--- src/rtl/mem_arbiter_pkg.sv ---
// Shared types for the two-port memory arbiter: FSM state encoding and port indices.
package mem_arbiter_pkg;

  typedef enum logic [1:0] {
    StIdle   = 2'b00,
    StAccess = 2'b01,
    StResp   = 2'b10
  } state_e;

  localparam logic PortCpu = 1'b0;
  localparam logic PortLdr = 1'b1;

endpackage

--- src/rtl/mem_arbiter_rr_pick2.sv ---
// Two-way round-robin pick: a lone requester always wins, a tie goes to the pointer.
module rr_pick2
  import mem_arbiter_pkg::*;
(
  input  logic req0_i,
  input  logic req1_i,
  input  logic ptr_i,
  output logic valid_o,
  output logic winner_o,
  output logic next_ptr_o
);

  always_comb begin
    valid_o = req0_i | req1_i;
    if (req0_i && req1_i) begin
      winner_o = ptr_i;
    end else if (req1_i) begin
      winner_o = PortLdr;
    end else begin
      winner_o = PortCpu;
    end
    // Any win hands preference to the other port.
    next_ptr_o = valid_o ? ~winner_o : ptr_i;
  end

endmodule

--- src/rtl/mem_arbiter.sv ---
// Shares a single-port memory between the CPU (port 0) and a loader/debug master (port 1)
// with a registered req/gnt/done handshake; one access every two cycles back to back.
module mem_arbiter
  import mem_arbiter_pkg::*;
#(
  parameter int unsigned WIDTH   = 8,
  parameter int unsigned ADRBITS = 8
) (
  input  logic               clk,
  input  logic               reset,
  input  logic               req0,
  input  logic               we0,
  input  logic [ADRBITS-1:0] adr0,
  input  logic [WIDTH-1:0]   wdata0,
  output logic               gnt0,
  output logic               done0,
  input  logic               req1,
  input  logic               we1,
  input  logic [ADRBITS-1:0] adr1,
  input  logic [WIDTH-1:0]   wdata1,
  output logic               gnt1,
  output logic               done1,
  output logic [WIDTH-1:0]   rdata,
  output logic [ADRBITS-1:0] mem_adr,
  output logic [WIDTH-1:0]   mem_wdata,
  output logic               mem_we,
  input  logic [WIDTH-1:0]   mem_rdata
);

  state_e state_q;
  logic   ptr_q;
  logic   win_q;
  logic   we_q;

  logic               pick_valid;
  logic               pick_winner;
  logic               pick_next_ptr;
  logic               sel_we;
  logic [ADRBITS-1:0] sel_adr;
  logic [WIDTH-1:0]   sel_wdata;

  rr_pick2 u_pick (
    .req0_i     (req0),
    .req1_i     (req1),
    .ptr_i      (ptr_q),
    .valid_o    (pick_valid),
    .winner_o   (pick_winner),
    .next_ptr_o (pick_next_ptr)
  );

  always_comb begin
    sel_we    = (pick_winner == PortLdr) ? we1 : we0;
    sel_adr   = (pick_winner == PortLdr) ? adr1 : adr0;
    sel_wdata = (pick_winner == PortLdr) ? wdata1 : wdata0;
  end

  always_ff @(posedge clk) begin
    if (!reset) begin
      state_q   <= StIdle;
      ptr_q     <= PortCpu;
      win_q     <= PortCpu;
      we_q      <= 1'b0;
      mem_adr   <= '0;
      mem_wdata <= '0;
      mem_we    <= 1'b0;
      gnt0      <= 1'b0;
      gnt1      <= 1'b0;
      done0     <= 1'b0;
      done1     <= 1'b0;
    end else begin
      gnt0   <= 1'b0;
      gnt1   <= 1'b0;
      done0  <= 1'b0;
      done1  <= 1'b0;
      mem_we <= 1'b0;
      case (state_q)
        StAccess: begin
          state_q <= StResp;
          done0   <= (win_q == PortCpu);
          done1   <= (win_q == PortLdr);
        end
        // Idle and Resp arbitrate identically; the unused encoding recovers the same way.
        default: begin
          if (pick_valid) begin
            state_q   <= StAccess;
            win_q     <= pick_winner;
            ptr_q     <= pick_next_ptr;
            we_q      <= sel_we;
            mem_adr   <= sel_adr;
            mem_wdata <= sel_wdata;
            mem_we    <= sel_we;
            gnt0      <= (pick_winner == PortCpu);
            gnt1      <= (pick_winner == PortLdr);
          end else begin
            state_q <= StIdle;
          end
        end
      endcase
    end
  end

  assign rdata = (state_q == StResp && !we_q) ? mem_rdata : '0;

endmodule
--- config.mk ---
export PLATFORM = sky130hd
export DESIGN_NAME = mem_arbiter
export DESIGN_NICKNAME = d
export VERILOG_FILES = /design/src/rtl/mem_arbiter_pkg.sv /design/src/rtl/mem_arbiter_rr_pick2.sv /design/src/rtl/mem_arbiter.sv
export SDC_FILE = /design/constraint.sdc
export NUM_CORES = 1
export LEC_CHECK = 0
export BUFFER_PORTS_ARGS = -buffer_cell sky130_fd_sc_hd__buf_2
export CAP_MARGIN = 30
export CORE_ASPECT_RATIO = 1.1
export CORE_MARGIN = 3
export CORE_UTILIZATION = 38
export DETAILED_ROUTE_END_ITERATION = 10
export GPL_TIMING_DRIVEN = 0
export PLACE_DENSITY = 0.76
export SLEW_MARGIN = 20
export SYNTH_ARGS = -nofsm -noshare
export SYNTH_HDL_FRONTEND = slang
export SYNTH_SLANG_ARGS = --single-unit
--- constraint.sdc ---
create_clock -name clk -period 1.2 [get_ports clk]
set_input_delay 0.24 -clock clk [delete_from_list [all_inputs] [get_ports clk]]
set_output_delay 0.24 -clock clk [all_outputs]
set_load 0.01 [all_outputs]
==> out/qor.yml <==
timing:
  fmax_ghz: 0.665
  period_share: 1.25
  finalMaxSlewViolations: 0
  setup_viol: 20
  finalCriticalPeriod_ns: 1.50
  worstMarginPinSlew_ns: 0.467
  final.setup_skew_ns: 0.00938
  fin_tns_setup_ns: -2.44
  relSlewSlack: 0.689
  hold_violations: 0
  worst_slack_ns: -0.303
  rsz0062_at_grt: "true"
clock_tree:
  clkLatencyLatePin_ns: 0.32
  clk_pin_slew_worst_paths_ns: 0.14
  cts_tree: "yes"
  htree_levels: 1
  cts_hold_repair.buffers: 0
  root_buffer: "clkbuf_4"
  cts_sinks: 26
  cts_buffer_depth: 2
  cts_buffers: 3
floorplan:
  num_rows: 20
  die_w_microns: 59.3
  coreArea_sq_um: 2880
  die-area_sq_um: 3840
  initial_utilization: 0.413
  fp.dieH_microns: 64.7
  ios: 75
power:
  leakagePower_nw: 0.814
  p_per_area_nw_per_um2: 1080
  irDropWorstVdd_mv: 0.630
grt:
  grt_pass1_wl_microns: 5810
  grt_pass1_vias: 1309
  grt-ovfl-total: 0
  grt_max_degree: 15
  grt.total_usage: 0.192
  antenna_found_initial: 0
drt:
  drt_first_pass_iters: 4
  num_vias: 1445
  drc: 0
  via_per_inst: 5.67
  drt-total-wl_microns: 3600
  drt_iter0_markers: 57
  wl_per_cell_microns: 14.1
  postRouteAntennaNets: 0
worst_setup_path:
  crit_chain: "nor3b_4 > and2_4 > buf_6"
  r2r-start: "state_q[0]$_SDFF_PP0_"
  crit_buf_inv: 1
  max_stage_delay_ns: 0.36
  timing.critical_path.fanout_max: 8
  critPathArrivalTime_ns: 1.26
  reg2reg_depth: 5
  slowest_stage: "dfxtp_2"
  rr_endpoint: "mem_adr[0]$_SDFFE_PN0P_"
  rrSetupSlack_ns: -0.02
  worstPathRequired_ns: 0.96
  start_kind: "flip-flop"
  end_kind: "output port"
  critPathTopFamily: "simple AND/OR/NAND/NOR gates"
  worst-setup-path-type: "reg -> out"
synth:
  synth_cell_types: 25
  synth_edf_count: 0
  synthFlopType: "dfxtp_1"
  yosys.area.top_type_share: 0.438
  yosysWarnings: 0
  syn_nets: 186
  syn_area_per_cell_sq_um: 8.49
  yosysMostFrequentCell: "nand4_1"
  yosys.area.top_type: "dfxtp_1"
  synth_area_sq_um: 1190
  yosys_register_bits: 26
  ys_seq_area_frac: 0.438
  syn_inst: 140
  yosys-top-cells-area: "dfxtp_1 (44%), nand4_1 (17%), a31oi_1 (8.4%), buf_2 (5.1%), and2_1 (4.2%)"
  async_reset_ff_frac: 0
  ys_top_cells_by_count: "nand4_1 (32), dfxtp_1 (26), a31oi_1 (16)"
worst_hold_path:
  hp-class: "in -> reg"
  hold_start: "reset"
  hold-path-cell-count: 2
  hold-path-endpoint: "we_q$_SDFFE_PN0P_"
placement:
  preCtsSetupSlack_ns: -0.232
  hpwlAfterDp_microns: 2720
  gp_congestion: 0.802
  portBuffers: 74
  dp.cells: 247
job:
  maxCapViolations: 0
run_status:
  status: "finished with violations"
  violations: "negative setup slack"
final_layout:
  final-instance-count-excl-fill: 255
  nets: 269
  top_regs: "mem_adr x8, mem_wdata x8, state_q x2"
  insertedDiodeCount: 0
  area_growth_syn_to_layout_pct: 45.5
  layout-drive-gt1-share: 0.473
==> cells in the final DEF, fill, tap and decap left out, types with 2 or more instances in the layout <==
cell type | netlist | layout
dfxtp_1 | 26 | 23
nor3_1 | 2 | 2
o21ai_1 | 9 | 9
nand2b_1 | 2 | 2
buf_4 | 0 | 7
clkbuf_4 | 0 | 3
a31oi_1 | 16 | 16
nand3_1 | 2 | 2
clkbuf_1 | 3 | 2
dfxtp_2 | 0 | 3
buf_6 | 1 | 6
and2_4 | 0 | 3
inv_1 | 2 | 2
nor2_1 | 3 | 3
nand4_1 | 32 | 32
a21oi_1 | 2 | 2
buf_2 | 12 | 79
o21ai_0 | 10 | 10
and2_1 | 8 | 5
==> worst max-delay path by stage <==
stage	from	to	slack (ns)	depth (start not counted)
6_report	state_q[1]$_SDFF_PN0_	rdata[4]	-0.30	3
2_1_floorplan	state_q[1]$_SDFF_PN0_	rdata[0]	0.04	2
3_5_place_dp	state_q[1]$_SDFF_PN0_	rdata[0]	-0.23	3
5_1_grt	state_q[1]$_SDFF_PN0_	rdata[6]	-0.38	3
4_1_cts	state_q[0]$_SDFF_PP0_	rdata[0]	-0.31	3
3_3_place_gp	state_q[1]$_SDFF_PN0_	rdata[4]	-0.19	3
==> per-layer routing <==
metal,track usage,vias up,wire [microns]
li1,-,706,-
met4,0.0567,0,42
met3,0.0259,8,348
met5,0,-,0
met2,0.329,77,1790
met1,0.243,654,1420
==> power breakdown <==
| part | switching (W) | internal [W] |
|---|---|---|
| Sequential | 0.0000335 | 0.000933 |
| Combinational | 0.000252 | 0.000224 |
| Clock | 0.000248 | 0.000185 |
==> cell type report <==
| type | instances | area, sq um |
|---|---|---|
| fill | 265 | 1150 |
| multi-input combinational | 96 | 597 |
| sequential | 26 | 524 |
| timing repair buffer | 78 | 419 |
| buffer | 16 | 104 |
| tap | 33 | 41.3 |
| clock buffer | 4 | 36.3 |
| inverter | 2 | 7.51 |
==> cell families (layout without fill, tap and decap cells) <==
| group | Yosys count | in the layout | share of synthesized area |
|---|---|---|---|
| buffers and inverters | 18 | 100 | 0.0758 |
| AO/OA/AOI/OAI | 41 | 41 | 0.200 |
| flip-flops | 26 | 26 | 0.438 |
| AND/OR/NAND/NOR | 55 | 55 | 0.286 |
==> per-stage QoR <==
stage | util | area, sq um | hold WS (ns) | power (W)
after floorplan | - | 1190 | 0.371 | 0.00122
after global placement | 0.556 | 1600 | 0.425 | 0.00141
after detailed placement | 0.556 | 1600 | 0.432 | 0.00142
after CTS | 0.601 | 1730 | 0.155 | 0.00188
after global routing | 0.601 | 1730 | 0.141 | 0.00199
final | 0.601 | 1730 | 0.160 | 0.00188
==> what timing repair did <==
action / 4_1_cts / 5_1_grt
buffers inserted: 4 / 0
pin swaps: 6 / 1
gates resized for setup: 19 / 1
setup endpoints to repair: 27 / 27
(Power assumes the default switching activity.)
